## src/rtl/mbtrain_seq_param_pkg.sv

```systemverilog
// mbtrain_seq_param_pkg: sideband message codes, substate enum and code helpers
package mbtrain_seq_param_pkg;
  typedef enum logic [7:0] {
    SB_NONE                            = 8'h00,
    MBTRAIN_VALVREF_START_REQ          = 8'h20,
    MBTRAIN_VALVREF_START_RESP         = 8'h21,
    MBTRAIN_VALVREF_END_REQ            = 8'h22,
    MBTRAIN_VALVREF_END_RESP           = 8'h23,
    MBTRAIN_DATAVREF_START_REQ         = 8'h24,
    MBTRAIN_DATAVREF_START_RESP        = 8'h25,
    MBTRAIN_DATAVREF_END_REQ           = 8'h26,
    MBTRAIN_DATAVREF_END_RESP          = 8'h27,
    MBTRAIN_SPEEDIDLE_START_REQ        = 8'h28,
    MBTRAIN_SPEEDIDLE_START_RESP       = 8'h29,
    MBTRAIN_SPEEDIDLE_END_REQ          = 8'h2A,
    MBTRAIN_SPEEDIDLE_END_RESP         = 8'h2B,
    MBTRAIN_TXSELFCAL_START_REQ        = 8'h2C,
    MBTRAIN_TXSELFCAL_START_RESP       = 8'h2D,
    MBTRAIN_TXSELFCAL_END_REQ          = 8'h2E,
    MBTRAIN_TXSELFCAL_END_RESP         = 8'h2F,
    MBTRAIN_RXCLKCAL_START_REQ         = 8'h30,
    MBTRAIN_RXCLKCAL_START_RESP        = 8'h31,
    MBTRAIN_RXCLKCAL_END_REQ           = 8'h32,
    MBTRAIN_RXCLKCAL_END_RESP          = 8'h33,
    MBTRAIN_VALTRAINCENTER_START_REQ   = 8'h34,
    MBTRAIN_VALTRAINCENTER_START_RESP  = 8'h35,
    MBTRAIN_VALTRAINCENTER_END_REQ     = 8'h36,
    MBTRAIN_VALTRAINCENTER_END_RESP    = 8'h37,
    MBTRAIN_DATATRAINCENTER_START_REQ  = 8'h38,
    MBTRAIN_DATATRAINCENTER_START_RESP = 8'h39,
    MBTRAIN_DATATRAINCENTER_END_REQ    = 8'h3A,
    MBTRAIN_DATATRAINCENTER_END_RESP   = 8'h3B,
    MBTRAIN_LINKSPEED_START_REQ        = 8'h3C,
    MBTRAIN_LINKSPEED_START_RESP       = 8'h3D,
    MBTRAIN_LINKSPEED_END_REQ          = 8'h3E,
    MBTRAIN_LINKSPEED_END_RESP         = 8'h3F
  } SB_msg_t;
  typedef enum logic [2:0] {
    SUB_VALVREF, SUB_DATAVREF, SUB_SPEEDIDLE, SUB_TXSELFCAL,
    SUB_RXCLKCAL, SUB_VALTRAINCENTER, SUB_DATATRAINCENTER, SUB_LINKSPEED
  } mbtrain_sub_e;
  localparam logic [1:0] K_START_REQ = 2'd0;
  localparam logic [1:0] K_START_RESP = 2'd1;
  localparam logic [1:0] K_END_REQ = 2'd2;
  localparam logic [1:0] K_END_RESP = 2'd3;
  // Codes are laid out as 001_sub_kind so they can be built arithmetically
  function automatic SB_msg_t mb_msg(input mbtrain_sub_e sub, input logic [1:0] kind);
    return SB_msg_t'({3'b001, sub, kind});
  endfunction
  function automatic logic [2:0] first_en(input logic [7:0] mask);
    logic [2:0] r;
    r = '0;
    for (int i = 7; i >= 0; i--) if (mask[i]) r = 3'(i);
    return r;
  endfunction
  function automatic logic [3:0] next_en(input logic [7:0] mask, input logic [2:0] cur);
    logic [3:0] r;
    r = '0;
    for (int i = 7; i >= 0; i--) if (mask[i] && 3'(i) > cur) r = {1'b1, 3'(i)};
    return r;
  endfunction
endpackage

```

## src/rtl/mbtrain_seq_param_timeout_ctr.sv

```systemverilog
// mbtrain_timeout_ctr: wait-state cycle counter that flags the last allowed cycle
module mbtrain_timeout_ctr #(
  parameter int WIDTH = 20,
  parameter int LIMIT = 800000
) (
  input  logic clk,
  input  logic rst,
  input  logic clear,
  input  logic count_en,
  output logic expired_o
);
  localparam logic [WIDTH-1:0] LAST = WIDTH'(LIMIT - 1);
  logic [WIDTH-1:0] r_cnt;
  always_ff @(posedge clk)
    r_cnt <= (rst || clear) ? '0 : count_en ? r_cnt + 1'b1 : r_cnt;
  assign expired_o = count_en && r_cnt == LAST;
endmodule

```

## src/rtl/mbtrain_seq_param.sv

```systemverilog
// mbtrain_seq_param: MBTRAIN substate walker with SB handshakes, timeout, retry and lane degrade
module mbtrain_seq_param
  import mbtrain_seq_param_pkg::*;
#(
  parameter int         LANES       = 16,
  parameter logic [7:0] SUB_EN_MASK = 8'hFF,
  parameter int         TIMEOUT_CYC = 800000,
  parameter int         MAX_RETRY   = 2,
  parameter bit         DEGRADE_EN  = 1'b1
) (
  input  logic             clk_100MHz,
  input  logic             reset,
  input  logic             enable_i,
  output SB_msg_t          TX_msg_o,
  output logic             TX_msg_valid_o,
  input  SB_msg_t          RX_msg_i,
  input  logic             RX_msg_valid_i,
  output logic             RX_msg_req_o,
  output logic             pattern_start_o,
  input  logic             lane_result_valid_i,
  input  logic [LANES-1:0] lane_err_i,
  output logic [LANES-1:0] lane_en_o,
  output logic [2:0]       substate_o,
  output logic [1:0]       retry_cnt_o,
  output logic             MBTRAIN_done_o,
  output logic             MBTRAIN_fail_o
);
  typedef enum logic [3:0] {
    S_IDLE, S_SEND_START, S_WAIT_START, S_RUN_PAT, S_WAIT_PAT,
    S_SEND_END, S_WAIT_END, S_EVAL, S_DONE, S_FAIL
  } mbtrain_state_e;
  localparam int H = LANES / 2;
  localparam logic [LANES-1:0] LO_MASK = {{H{1'b0}}, {H{1'b1}}};
  localparam logic [LANES-1:0] HI_MASK = {{H{1'b1}}, {H{1'b0}}};
  localparam logic [1:0] MAX_R = 2'(MAX_RETRY);
  localparam mbtrain_sub_e FIRST = mbtrain_sub_e'(first_en(SUB_EN_MASK));
  mbtrain_state_e r_state, w_state_nx;
  mbtrain_sub_e r_sub;
  logic [LANES-1:0] r_err, r_lane_en;
  logic [1:0] r_retry;
  SB_msg_t r_tx_last, w_exp_msg;
  logic w_in_wait, w_expired, w_rx_hit, w_err_lo, w_err_hi, w_degrade, w_retry;
  logic [3:0] w_nxt;
  assign w_in_wait = r_state == S_WAIT_START || r_state == S_WAIT_PAT || r_state == S_WAIT_END;
  assign w_exp_msg = mb_msg(r_sub, r_state == S_WAIT_START ? K_START_RESP : K_END_RESP);
  assign w_rx_hit = RX_msg_req_o && RX_msg_valid_i && RX_msg_i == w_exp_msg;
  assign w_nxt = next_en(SUB_EN_MASK, r_sub);
  assign w_err_lo = r_err[H-1:0] != '0;
  assign w_err_hi = r_err[LANES-1:H] != '0;
  // Degrade only from the full map and only when exactly one half saw errors
  assign w_degrade = DEGRADE_EN && (&r_lane_en) && (w_err_lo ^ w_err_hi);
  assign w_retry = r_state == S_EVAL && w_state_nx == S_SEND_START;
  mbtrain_timeout_ctr #(.WIDTH($clog2(TIMEOUT_CYC + 1)), .LIMIT(TIMEOUT_CYC)) u_tmo (
    .clk(clk_100MHz), .rst(reset), .clear(!w_in_wait), .count_en(w_in_wait), .expired_o(w_expired)
  );
  always_comb begin
    w_state_nx = r_state;
    case (r_state)
      S_IDLE:       w_state_nx = S_SEND_START;
      S_SEND_START: w_state_nx = S_WAIT_START;
      S_WAIT_START: w_state_nx = w_rx_hit ? S_RUN_PAT : w_expired ? S_FAIL : S_WAIT_START;
      S_RUN_PAT:    w_state_nx = S_WAIT_PAT;
      S_WAIT_PAT:   w_state_nx = lane_result_valid_i ? S_SEND_END : w_expired ? S_FAIL : S_WAIT_PAT;
      S_SEND_END:   w_state_nx = S_WAIT_END;
      S_WAIT_END:   w_state_nx = w_rx_hit ? (w_nxt[3] ? S_SEND_START : S_EVAL)
                                          : w_expired ? S_FAIL : S_WAIT_END;
      S_EVAL:       w_state_nx = (r_err == '0 || w_degrade) ? S_DONE
                                 : r_retry < MAX_R ? S_SEND_START : S_FAIL;
      default:      w_state_nx = r_state;
    endcase
    if (!enable_i) w_state_nx = S_IDLE;
  end
  always_ff @(posedge clk_100MHz) begin
    if (reset || !enable_i) begin
      r_state   <= S_IDLE;
      r_sub     <= SUB_VALVREF;
      r_err     <= '0;
      r_retry   <= '0;
      r_lane_en <= '1;
      r_tx_last <= SB_NONE;
    end else begin
      r_state   <= w_state_nx;
      r_tx_last <= TX_msg_o;
      if (r_state == S_IDLE || w_retry) r_sub <= FIRST;
      else if (r_state == S_WAIT_END && w_rx_hit && w_nxt[3]) r_sub <= mbtrain_sub_e'(w_nxt[2:0]);
      if (r_state == S_WAIT_PAT && lane_result_valid_i) r_err <= r_err | (lane_err_i & r_lane_en);
      else if (w_retry) r_err <= '0;
      if (w_retry) r_retry <= r_retry + 2'd1;
      if (r_state == S_EVAL && r_err != '0 && w_degrade) r_lane_en <= w_err_hi ? LO_MASK : HI_MASK;
    end
  end
  assign TX_msg_valid_o = r_state == S_SEND_START || r_state == S_SEND_END;
  assign TX_msg_o = r_state == S_SEND_START ? mb_msg(r_sub, K_START_REQ)
                  : r_state == S_SEND_END ? mb_msg(r_sub, K_END_REQ) : r_tx_last;
  assign RX_msg_req_o = r_state == S_WAIT_START || r_state == S_WAIT_END;
  assign pattern_start_o = r_state == S_RUN_PAT;
  assign lane_en_o = r_lane_en;
  assign substate_o = r_sub;
  assign retry_cnt_o = r_retry;
  assign MBTRAIN_done_o = r_state == S_DONE;
  assign MBTRAIN_fail_o = r_state == S_FAIL;
endmodule

```

## config.mk

```make
export PLATFORM = sky130hd
export DESIGN_NAME = mbtrain_seq_param
export DESIGN_NICKNAME = d
export VERILOG_FILES = /design/src/rtl/mbtrain_seq_param_pkg.sv /design/src/rtl/mbtrain_seq_param_timeout_ctr.sv /design/src/rtl/mbtrain_seq_param.sv
export SDC_FILE = /design/constraint.sdc
export NUM_CORES = 1
export LEC_CHECK = 0
export CAP_MARGIN = 25
export CORE_ASPECT_RATIO = 0.75
export CORE_MARGIN = 3
export CORE_UTILIZATION = 40
export CTS_CLUSTER_SIZE = 24
export DETAILED_ROUTE_END_ITERATION = 10
export PLACE_DENSITY = 0.77
export SLEW_MARGIN = 10
export SYNTH_ARGS = -nofsm -noshare
export SYNTH_HDL_FRONTEND = slang
export SYNTH_SLANG_ARGS = --single-unit
```

## constraint.sdc

```tcl
create_clock -name clk_100MHz -period 6.4 [get_ports clk_100MHz]
set_clock_uncertainty 0.15 [all_clocks]
set_input_delay 1.6 -clock clk_100MHz [delete_from_list [all_inputs] [get_ports clk_100MHz]]
set_output_delay 1.6 -clock clk_100MHz [all_outputs]
set_load 0.005 [all_outputs]
```

==> impl_metrics.py, run 1 <==
metrics = {
    "outcome": {
        "status": "finished, final reports clean",
    },
    "clock_tree": {
        "cts_resized": 0,
        "ctsRootBufferMaster": "clkbuf_8",
        "numCtsBuffers": 5,
        "holdBufCountCts": 0,
        "clk_latency_ns": 0.31,
        "path_clk_slew_ns": 0.09,
        "ctsHtreeMaxLevel": 2,
        "clock-sinks": 55,
        "clockBufferDepth": 2,
        "tritoncts": "yes",
        "postCtsSetupRepairBufs": 0,
    },
    "detailed_routing": {
        "viasPerCell": 5.256,
        "ant_nets": 0,
        "drtIter0Drc": 140,
        "wl_um": 5912,
        "firstDrtPassIters": 4,
        "vias": 2260,
        "drc": 0,
        "routedWlPerCell_um": 13.75,
    },
    "critical_path": {
        "cp-start-kind": "flop",
        "crit_arrival_ns": 2.44,
        "end_kind": "output port",
        "cp.required_ns": 4.65,
        "rrSetupSlack_ns": 3.40,
        "cp_max_fo": 11,
        "criticalPathCategory": "reg -> out",
    },
    "sta": {
        "rsz0062_at_grt": "false",
        "worstMarginPinSlew_ns": 0.7810,
        "clock.fmax_mhz": 238.9,
        "timing.final.crit_share_pct": 65.40,
        "setup_viol": 0,
        "hold_ws_ns": 0.3143,
        "slew_violations": 0,
        "tns_ns": 0,
        "final.min_clock_period_ns": 4.186,
        "hold_violations": 0,
        "slew-limit-headroom_pct": 47.82,
    },
    "floorplanning": {
        "rows": 25,
        "dieHeight_um": 77.34,
        "core-area_um2": 6444,
        "design.die.area_um2": 7819,
        "ioPinCount": 63,
        "fp.dieW_um": 101.1,
        "initial_core_util_pct": 42.12,
    },
    "grt": {
        "grt_pass1_wl_um": 10090,
        "grt_pass1_vias": 2082,
        "grt_overflow": 0,
        "antenna_found_initial": 0,
        "use_met1_pct": 23.04,
        "grt-busiest-layer": "met2",
        "grt_use_met2_pct": 23.11,
        "grt_use_total_pct": 15.57,
        "grt_max_degree": 21,
        "met3_usage_pct": 2.426,
    },
    "place": {
        "dpl.cell_count": 422,
        "port_buffers": 62,
        "dp_hpwl_um": 4413,
        "gp_congestion": 0.8651,
    },
    "min_path": {
        "hold_class": "reg -> reg",
    },
    "final_layout": {
        "fill_cells": 590,
        "drive_gt1_share_pct": 6.877,
        "area_growth_pct": 23.56,
        "final_util_pct": 52.04,
        "regArea_um2": 1101,
        "multi_input_area_um2": 1401,
        "stdcell_count": 430,
        "fin_nets": 382,
        "antennaDiodeCount": 0,
    },
    "synthesis": {
        "synth_area_leaders": "dfxtp_1 (41%), nor2_1 (7.1%), buf_4 (3.9%)",
        "synth_area_um2": 2714,
        "synth_top_area_share_pct": 40.57,
        "synth_nets": 340,
        "synth_top_area_cell": "dfxtp_1",
        "synth_area_per_cell_um2": 8.869,
        "synth_warnings": 0,
        "synth-seq-cells": 55,
        "synthFlopType": "dfxtp_1",
        "synth_cells": 306,
        "synth_seq_area_share_pct": 40.57,
        "synth_edf_count": 0,
        "ys_async_sr_fraction_pct": 0,
        "synth_cell_types": 53,
    },
    "power_and_ir_drop": {
        "ir_drop_uv": 76.99,
        "power_leakage_uw": 0.001125,
        "power-per-cell-area_nw_per_um2": 174.0,
    },
    "run": {
        "drv_cap": 0,
    },
}
[per-layer routing]
| layer | routed length (um) | up-vias | part of all wire (%) |
|---|---|---|---|
| li1 | - | 1130 | - |
| met1 | 2902 | 1059 | 49 |
| met2 | 2618 | 67 | 44 |
| met3 | 334 | 4 | 5.6 |
| met4 | 56 | 0 | 0.95 |
| met5 | 0 | - | 0 |
[state kept, by name, summed over array words and instances, names as in the netlist]
| signal | cells |
|---|---|
| r_tx_last | 8 |
| lane_en_o | 2 |
| r_err | 16 |
| retry_cnt_o | 2 |
| u_tmo.r_cnt | 20 |
| r_state | 4 |
| substate_o | 3 |
[layout by cell type, fill, tap and decap left out, types with 5 or more instances in the layout]
cell type | netlist | layout
nand3_1 | 10 | 10
a21oi_1 | 14 | 14
nor3_1 | 6 | 6
ha_1 | 5 | 5
nor2_1 | 51 | 51
clkbuf_8 | 0 | 6
nand2_1 | 18 | 18
a22oi_1 | 5 | 5
inv_1 | 8 | 8
or4_1 | 5 | 5
xor2_1 | 12 | 12
clkdlybuf4s50_1 | 0 | 62
xnor2_1 | 10 | 10
nand4_1 | 7 | 7
o21ai_0 | 7 | 7
dfxtp_1 | 55 | 55
and2_1 | 9 | 9
[path summary, 6_finish.rpt]
kind | startpoint | endpoint | depth (start not counted)
min | u_tmo.r_cnt[0] | u_tmo.r_cnt[0] | 1
max reg2reg | r_err[11] | substate_o[0] | 8
min reg2reg | u_tmo.r_cnt[0] | u_tmo.r_cnt[0] | 1
max | r_state[0] | TX_msg_o[4] | 4
[critical path, cell delays in order (launching register included)]
cell and delay [ns]:
dfxtp_1 0.62, or2b_1 0.34, nor2_2 0.33, mux2_2 0.39
clkdlybuf4s50_1 0.45
[area by class of cell]
cell class,instances,share of cell area [%]
clock buffer,6,2.463
sequential,55,32.84
multi-input combinational,216,41.79
timing repair buffer,62,18.51
tap,81,3.022
inverter,8,0.8955
clock inverter,2,0.4851
[Yosys cell counts (2+ instances only)]
cell	instances
ha_1	5
buf_2	4
and3_1	3
nor2b_1	4
mux2_2	4
and2_1	9
a21o_1	2
and4_1	4
nand2b_1	4
clkbuf_1	6
buf_4	14
nand3_1	10
or4_1	5
a22oi_1	5
nand4_1	7
dfxtp_1	55
inv_1	8
nor2_1	51
xnor2_1	10
o211ai_1	3
nor3_1	6
a21oi_1	14
o21ai_0	7
or3_1	4
a31oi_1	4
xor2_1	12
nand2_1	18
buf_6	3
[metrics by stage]
step / setup slack [ns] / power (uW) / instance area (um^2)
after floorplan: 3.417 / 367.3 / 2714
after global placement: 2.556 / 389.4 / 3254
after detailed placement: 2.440 / 390.3 / 3254
after CTS: 2.197 / 591.1 / 3353
after global routing: 2.032 / 606.5 / 3353
final: 2.214 / 583.5 / 3353
[kinds of logic after synthesis]
group,share of synthesized area (%)
AND/OR/NAND/NOR,29.32
flip-flops,40.57
AO/OA/AOI/OAI,10.88
buffers and inverters,7.792
XOR/XNOR,7.100
multiplexers,2.028
adder cells (fa/ha/maj),2.305
[report_power, final]
group,total (uW),internal [uW],switching (uW)
registers,345,343,2.50
logic,37.1,22.2,14.9
clock network,201,88.5,112
total,583,454,130
Note: power is estimated with default switching activity, not from simulation.
==> run 2, diff against run 1 <==
==> constraint.sdc (replaced) <==
create_clock -name clk_100MHz -period 4 [get_ports clk_100MHz]
set_clock_uncertainty 0.15 [all_clocks]
set_input_delay 1 -clock clk_100MHz [delete_from_list [all_inputs] [get_ports clk_100MHz]]
set_output_delay 1 -clock clk_100MHz [all_outputs]
set_load 0.005 [all_outputs]
==> impl_metrics.py, run 2 (synthesis gave the netlist of run 1 again) <==
metrics = {
    "outcome": {
        "status": "finished, final reports clean",
    },
    "floorplanning": {
        "dieHeight_um": 77.34,
        "design.die.area_um2": 7819,
        "rows": 25,
        "ioPinCount": 63,
        "core-area_um2": 6444,
        "initial_core_util_pct": 42.12,
        "fp.dieW_um": 101.1,
    },
    "grt": {
        "antenna_found_initial": 0,
        "grt_pass1_wl_um": 10130,
        "grt_max_degree": 21,
        "grt_overflow": 0,
        "grt_pass1_vias": 2154,
        "grt_use_total_pct": 15.63,
    },
    "critical_path": {
        "criticalPathCategory": "reg -> out",
        "end_kind": "output port",
        "cp-start-kind": "flop",
        "cp.required_ns": 2.85,
        "crit_arrival_ns": 2.40,
        "cp_max_fo": 11,
        "rrSetupSlack_ns": 0.93,
    },
    "clock_tree": {
        "clock-sinks": 55,
        "clockBufferDepth": 2,
        "clk_latency_ns": 0.31,
        "path_clk_slew_ns": 0.09,
        "postCtsSetupRepairBufs": 0,
        "ctsRootBufferMaster": "clkbuf_8",
        "tritoncts": "yes",
        "holdBufCountCts": 0,
        "cts_resized": 0,
        "ctsHtreeMaxLevel": 2,
        "numCtsBuffers": 5,
    },
    "sta": {
        "setup_viol": 0,
        "slew-limit-headroom_pct": 56.09,
        "rsz0062_at_grt": "false",
        "slew_violations": 0,
        "clock.fmax_mhz": 281.6,
        "worstMarginPinSlew_ns": 0.6586,
        "hold_ws_ns": 0.3121,
        "final.min_clock_period_ns": 3.552,
        "setup_slack_ns": 0.4483,
        "timing.final.crit_share_pct": 88.79,
        "hold_violations": 0,
        "tns_ns": 0,
    },
    "power_and_ir_drop": {
        "power-per-cell-area_nw_per_um2": 289.8,
        "power_leakage_uw": 0.001141,
        "ir_drop_uv": 157.5,
    },
    "detailed_routing": {
        "vias": 2271,
        "drc": 0,
        "wl_um": 5966,
        "firstDrtPassIters": 4,
        "viasPerCell": 5.269,
        "routedWlPerCell_um": 13.84,
        "ant_nets": 0,
        "drtIter0Drc": 181,
    },
    "place": {
        "dp_hpwl_um": 4426,
        "dpl.cell_count": 423,
        "port_buffers": 62,
        "dp_slack_ns": 0.7535,
        "gp_congestion": 0.8224,
    },
    "final_layout": {
        "fin_nets": 383,
        "antennaDiodeCount": 0,
        "regArea_um2": 1101,
        "multi_input_area_um2": 1401,
        "drive_gt1_share_pct": 7.143,
        "area_growth_pct": 24.34,
        "final_cell_mix": "clkdlybuf4s50_1 (62), dfxtp_1 (55), nor2_1 (51)",
        "fill_cells": 612,
        "final_common_cell": "clkdlybuf4s50_1",
        "largest_reg_flops": 20,
        "largest-register": "u_tmo.r_cnt",
        "largestRegisters": "u_tmo.r_cnt x20, r_err x16, r_tx_last x8",
        "stdcell_count": 431,
    },
    "run": {
        "drv_cap": 0,
    },
    "min_path": {
        "hold_class": "reg -> reg",
    },
}
[run 2: cell type report]
class                           instances  area share (%)
Inverter                                8          0.8899
Clock inverter                          3           1.298
Tap cell                               81           3.003
Sequential cell                        55           32.63
Multi-Input combinational cell        216           41.53
Timing Repair Buffer                   63           18.61
Clock buffer                            5           2.039
[run 2: power by group]
group | switching [uW] | internal, uW
sequential | 3.76 | 549
combinational | 23.1 | 36.2
clock | 180 | 187
[run 2: critical path, cell delays in order (launching register included)]
cell,delay [ns]
dfxtp_1,0.61
or2b_1,0.33
nor2_2,0.32
mux2_2,0.39
clkdlybuf4s50_1,0.44
[run 2: path summary, 6_finish.rpt]
| path | cells past startpoint | from | endpoint |
|---|---|---|---|
| max reg2reg | 8 | r_err[15] | substate_o[1] |
| min reg2reg | 1 | u_tmo.r_cnt[0] | u_tmo.r_cnt[0] |
| min | 1 | u_tmo.r_cnt[0] | u_tmo.r_cnt[0] |
| max | 4 | r_state[0] | TX_msg_o[3] |
[run 2: layer usage]
layer | track usage, % | vias up | part of all wire, %
met1 | 21.78 | 1074 | 47
met3 | 2.785 | 7 | 5.4
met2 | 24.35 | 64 | 46
li1 | - | 1126 | -
met4 | 5.179 | 0 | 1.3
met5 | 0 | - | 0
[run 2: through the flow]
step | util [%] | total power (uW) | cell area [um^2]
after floorplan | - | 587.6 | 2714
after global placement | 50.62 | 623.8 | 3262
after detailed placement | 50.62 | 624.5 | 3262
after CTS | 52.37 | 987.4 | 3374
after global routing | 52.37 | 1014 | 3374
final | 52.37 | 978.1 | 3374
==> run 3, diff against run 2 <==
--- a/config.mk
+++ b/config.mk
@@ -8,10 +8,11 @@
 export CAP_MARGIN = 25
 export CORE_ASPECT_RATIO = 0.75
 export CORE_MARGIN = 3
-export CORE_UTILIZATION = 40
+export CORE_UTILIZATION = 50
 export CTS_CLUSTER_SIZE = 24
 export DETAILED_ROUTE_END_ITERATION = 10
-export PLACE_DENSITY = 0.77
+export PLACE_DENSITY = 0.91
+export SETUP_SLACK_MARGIN = 0.4
 export SLEW_MARGIN = 10
 export SYNTH_ARGS = -nofsm -noshare
 export SYNTH_HDL_FRONTEND = slang
==> impl_metrics.py, run 3 (synthesis gave the netlist of run 1 again) <==
metrics = {
    "outcome": {
        "status": "finished, final reports clean",
    },
    "final_layout": {
        "regArea_um2": 1102,
        "stdcell_count": 422,
        "area_growth_pct": 24.07,
        "antennaDiodeCount": 0,
        "largest_reg_flops": 20,
        "final_common_cell": "clkdlybuf4s50_1",
        "fin_nets": 383,
        "largestRegisters": "u_tmo.r_cnt x20, r_err x16, r_tx_last x8",
        "fill_cells": 411,
        "final_cell_mix": "clkdlybuf4s50_1 (62), dfxtp_1 (54), nor2_1 (51)",
        "largest-register": "u_tmo.r_cnt",
        "multi_input_area_um2": 1401,
        "drive_gt1_share_pct": 7.429,
    },
    "power_and_ir_drop": {
        "pwr-share-clk_pct": 38.0,
        "comb_power_share_pct": 6.1,
        "p_sw_share_pct": 21.63,
        "ir_drop_uv": 166.8,
        "power_leakage_uw": 0.001138,
        "power-per-cell-area_nw_per_um2": 293.3,
        "p_sw_uw": 213.6,
        "pwr-share-seq_pct": 56.0,
        "intPower_uw": 773.9,
    },
    "grt": {
        "grt_pass1_vias": 2029,
        "grt_max_degree": 21,
        "grt_pass1_wl_um": 9528,
        "antenna_found_initial": 0,
        "grt_overflow": 0,
        "grt_use_total_pct": 18.05,
    },
    "floorplanning": {
        "core-area_um2": 5065,
        "fp.dieW_um": 91.07,
        "dieHeight_um": 69.81,
        "ioPinCount": 63,
        "rows": 22,
        "design.die.area_um2": 6357,
        "initial_core_util_pct": 53.58,
    },
    "detailed_routing": {
        "drc": 0,
        "wl_met3_um": 296,
        "routedWlPerCell_um": 13.62,
        "vias": 2219,
        "dr_wl_met2_um": 2571,
        "viasPerCell": 5.258,
        "drtIter0Drc": 152,
        "ant_nets": 0,
        "wl_um": 5746,
        "wl_met1_um": 2806,
        "firstDrtPassIters": 4,
        "top_layer_used": "met4",
    },
    "sta": {
        "slew_violations": 0,
        "slew-limit-headroom_pct": 56.34,
        "final.min_clock_period_ns": 3.400,
        "setup_viol": 0,
        "rsz0062_at_grt": "false",
        "hold_violations": 0,
        "worstMarginPinSlew_ns": 0.6548,
        "timing.final.crit_share_pct": 85.01,
        "clock.fmax_mhz": 294.1,
        "tns_ns": 0,
    },
    "critical_path": {
        "end_kind": "output port",
        "cp.required_ns": 2.85,
        "cp_max_fo": 11,
        "r2r_cells": 8,
        "crit_arrival_ns": 2.25,
        "cp-start-kind": "flop",
        "criticalPathCategory": "reg -> out",
    },
    "run": {
        "drv_cap": 0,
    },
    "place": {
        "gp_congestion": 0.8077,
        "dp_hpwl_um": 4310,
        "dpl.cell_count": 414,
        "port_buffers": 62,
    },
    "clock_tree": {
        "holdBufCountCts": 0,
        "numCtsBuffers": 5,
        "ctsHtreeMaxLevel": 2,
        "clk_latency_ns": 0.32,
        "tritoncts": "yes",
        "ctsRootBufferMaster": "clkbuf_8",
        "clockBufferDepth": 2,
        "path_clk_slew_ns": 0.10,
        "clock-sinks": 55,
    },
    "min_path": {
        "hold_class": "reg -> reg",
        "min_path_cells": 1,
    },
}
-- run 3: cell count changes in the layout (fill, tap and decap cells not counted), sizes merged --
cell and delta:
clkinv -2, clkinvlp +1, inv +1
-- run 3: metrics by stage --
stage	hold slack [ns]	utilization, %	total power [uW]	area, um^2	setup WS [ns]
after global placement	0.2865	64.18	623.2	3251	0.8551
final	0.3151	66.48	987.5	3367	0.5996
after CTS	0.3178	66.45	994.4	3366	0.4477
after floorplan	0.2711	-	587.6	2714	1.505
after detailed placement	0.2950	64.18	624.0	3251	0.8028
after global routing	0.3545	66.48	1020	3367	0.4974
-- run 3: layout make-up --
class / instances / area share [%]
clock inverter: 3 / 1.375
timing repair buffer: 63 / 18.65
tap: 72 / 2.676
clock buffer: 5 / 2.044
sequential: 55 / 32.74
multi-input combinational: 216 / 41.62
inverter: 8 / 0.8919
-- run 3: final timing paths --
check	start	to	slack [ns]
max	r_state[0]	TX_msg_o[1]	0.60
min	u_tmo.r_cnt[0]	u_tmo.r_cnt[0]	0.32
max reg2reg	r_err[11]	substate_o[2]	0.99
min reg2reg	u_tmo.r_cnt[0]	u_tmo.r_cnt[0]	0.32
-- run 3: per-layer routing --
layer  GRT usage (%)  vias up
li1                -     1131
met3           4.989        6
met2           27.65       54
met1           24.68     1028
met4           5.518        0
met5               0        -
-- run 3: power groups by stage --
stage                     registers [uW]  clock network [uW]  logic (uW)
after floorplan                      562                   0        25.3
after global placement               565                   0        58.2
after detailed placement             565                   0        58.9
after CTS                            552                 382        59.9
after global routing                 553                 402        64.4
final                                553                 375        59.9
-- run 3: timing repair --
action,CTS,global route
setup buffers,0,0
endpoints found under the hold margin,0,0
resized for setup,0,1
setup endpoints to repair,0,4
-- run 3: critical path, stage by stage (launching register included) --
cell,delay [ns]
dfxtp_2,0.47
or2b_1,0.31
nor2_2,0.32
mux2_2,0.39
clkdlybuf4s50_1,0.44
==> RTL change, RTL diff (config.mk and constraints of run 3) <==
The parameter `DEGRADE_EN` goes from 1'b1 to 1'b0.
--- a/src/rtl/mbtrain_seq_param.sv
+++ b/src/rtl/mbtrain_seq_param.sv
@@ -6,7 +6,7 @@
   parameter logic [7:0] SUB_EN_MASK = 8'hFF,
   parameter int         TIMEOUT_CYC = 800000,
   parameter int         MAX_RETRY   = 2,
-  parameter bit         DEGRADE_EN  = 1'b1
+  parameter bit         DEGRADE_EN  = 1'b0
 ) (
   input  logic             clk_100MHz,
   input  logic             reset,
Formal check against the unedited RTL: same outputs for any inputs over 10 cycles, from zero or initial values; that may be too few to reach the edited logic, so the function may still have changed.
==> RTL change against run 3 <==
- hold slack better by 0.017 ns
- die area down 5.4%
- routed wire length down 8.8%
- cell area down 9.1%
- power down 2.7%
- sequential cell count down 2
- setup slack better by 0.12 ns
- sequential share of layout area up 1.9 points
- synthesized area down 5.9%
- largest cell class unchanged
- highest routed layer unchanged
==> RTL change: results (changes against run 3) <==
status:
  status: "finished, final reports clean"
synthesis:
  synthAdderAreaFrac_pct: 2.35  # +0.045 points
  synth-xor-area-share_pct: 6.51  # -0.59 points
  synth_compound_area_share_pct: 10.8  # -0.058 points
  ys.warnings.count: 0  # unchanged
  ys_seq_area_share_pct: 41.5  # +0.96 points
  synth_common_cells: "dfxtp_1 (53), nor2_1 (45), a21oi_1 (23)"
  ys.flop_type: "dfxtp_1"
  ys_top_cells_by_area: "dfxtp_1 (42%), nor2_1 (6.6%), buf_4 (4.7%), a21oi_1 (4.5%), xnor2_1 (3.4%)"
  async_reset_ff_share_pct: 0  # unchanged
  synth_cell_types: 55  # +3.8%
  synth_mux_area_share_pct: 2.60  # +0.57 points
drt:
  wl_met1_mm: 2.40  # -15%
  wl_met2_mm: 2.49  # -3.1%
  wl_per_cell_um: 13.4  # -1.3%
  top_layer_used: "met4"
  dr.pass1.iters: 4  # unchanged
  vias_per_cell: 5.26  # about the same
  drt_iter0_markers: 47  # -69%
  dr_wl_met3_um: 263  # -11%
sta:
  finalMaxSlewViolations: 0  # unchanged
  worstMarginPinSlew_ns: 0.636  # -0.0192 ns
clocking:
  hold_buffers: 0  # unchanged
  cts.htree.levels: 2  # unchanged
  clock_latency_ns: 0.31
  cts_resized: 0  # unchanged
  cts_root_buffer: "clkbuf_8"
  post_cts.repair.setup_buffers: 0  # unchanged
  cts_buffer_depth: 2  # unchanged
  clkTransAtPathRegs_ns: 0.10  # about the same
  cts_buffers: 5  # unchanged
placement:
  dp_hpwl_mm: 3.88  # -10%
  placement.io_buffers: 46  # -26%
  place_congestion: 0.821  # +1.6%
worst_setup_path:
  cp.arrival_ns: 2.13  # -0.12 ns
  crit_fanout: 11  # unchanged
finish:
  n_antenna_cell: 0  # unchanged
  top_regs: "u_tmo.r_cnt: 20 flops, r_err: 16 flops, r_tx_last: 8 flops"
  largest_reg_flops: 20  # unchanged
  layout-drive-gt1-share_pct: 7.81  # +0.38 points
  nNetsFinal: 365  # -4.7%
power:
  ir_worst_vdd_mv: 0.213  # +28%
  power.leakage_nw: 1.07  # -6.3%
  internal-power_uw: 752  # -2.8%
grt:
  grt_max_degree: 21  # unchanged
  grt_pass1_vias: 1959  # -3.4%
  antenna_found_initial: 0  # unchanged
  gr-usage-all-layers_pct: 18.4  # +0.35 points
  grt_pass1_wl_mm: 8.74  # -8.2%
min_path:
  hp-class: "reg2reg"
[RTL change: cell types whose count changed after synthesis, moves of 6 or more]
cell and change:
a21oi_1 +9, nand2_1 -9, nand4_1 -6, nor2_1 -6
[RTL change: metrics by stage]
step	area, µm²	setup WS [ns]	utilization (%)	std cells	hold WS (ns)
floorplan	2610	1.61	-	308	0.287
global placement	2950	1.10	63.1	382	0.299
detailed placement	2950	1.06	63.1	382	0.307
CTS	3060	0.702	65.5	390	0.332
global route	3060	0.565	65.5	390	0.364
finish	3060	0.721	65.5	390	0.332
[RTL change: power by group through the flow]
stage / clock network [mW] / registers (mW) / logic, mW
floorplan: 0 / 0.542 / 0.0389
global placement: 0 / 0.544 / 0.0596
detailed placement: 0 / 0.544 / 0.0604
CTS: 0.374 / 0.532 / 0.0608
global route: 0.397 / 0.533 / 0.0669
finish: 0.367 / 0.532 / 0.0611
[RTL change: path summary, 6_finish.rpt]
kind | startpoint | end | slack [ns] | depth (start not counted)
setup / recovery | r_state[1]$_SDFF_PP0_ | TX_msg_o[2] | 0.72 | 4
hold / removal | r_err[14]$_SDFFE_PP0P_ | r_err[14]$_SDFFE_PP0P_ | 0.33 | 2
setup reg to reg | r_state[2]$_SDFF_PP0_ | substate_o[1]$_SDFFE_PP0P_ | 1.77 | 5
hold reg to reg | r_err[14]$_SDFFE_PP0P_ | r_err[14]$_SDFFE_PP0P_ | 0.33 | 2
[RTL change: worst max-delay path, stage by stage, from the launching register on]
cell	delay [ns]
dfxtp_1	0.41
nand2b_1	0.21
nor2_2	0.34
mux2_2	0.39
clkdlybuf4s50_1	0.45
[RTL change: routing by layer]
layer,up-vias,GRT usage (%)
met5,-,0
met4,0,7.36
met3,10,3.73
met2,61,30.5
met1,937,23.6
li1,1043,-
[RTL change: layout make-up]
cell class              count  area (µm²)
fillers                   402        1620
multi-input cells         217        1320
flip-flops and latches     53        1060
repair buffers             46         460
well taps                  57        71.3
clock buffers               5        68.8
clock inverters             3        43.8
inverters                   9        33.8
[RTL change: cell families (layout without fill, tap and decap cells)]
group	count (synthesis)	count (layout)
compound gates	45	45
xor+xnor	19	19
fa+ha+maj	5	5
buf+inv	38	63
flops	53	53
mux	6	6
other cells	1	16
simple gates	126	126
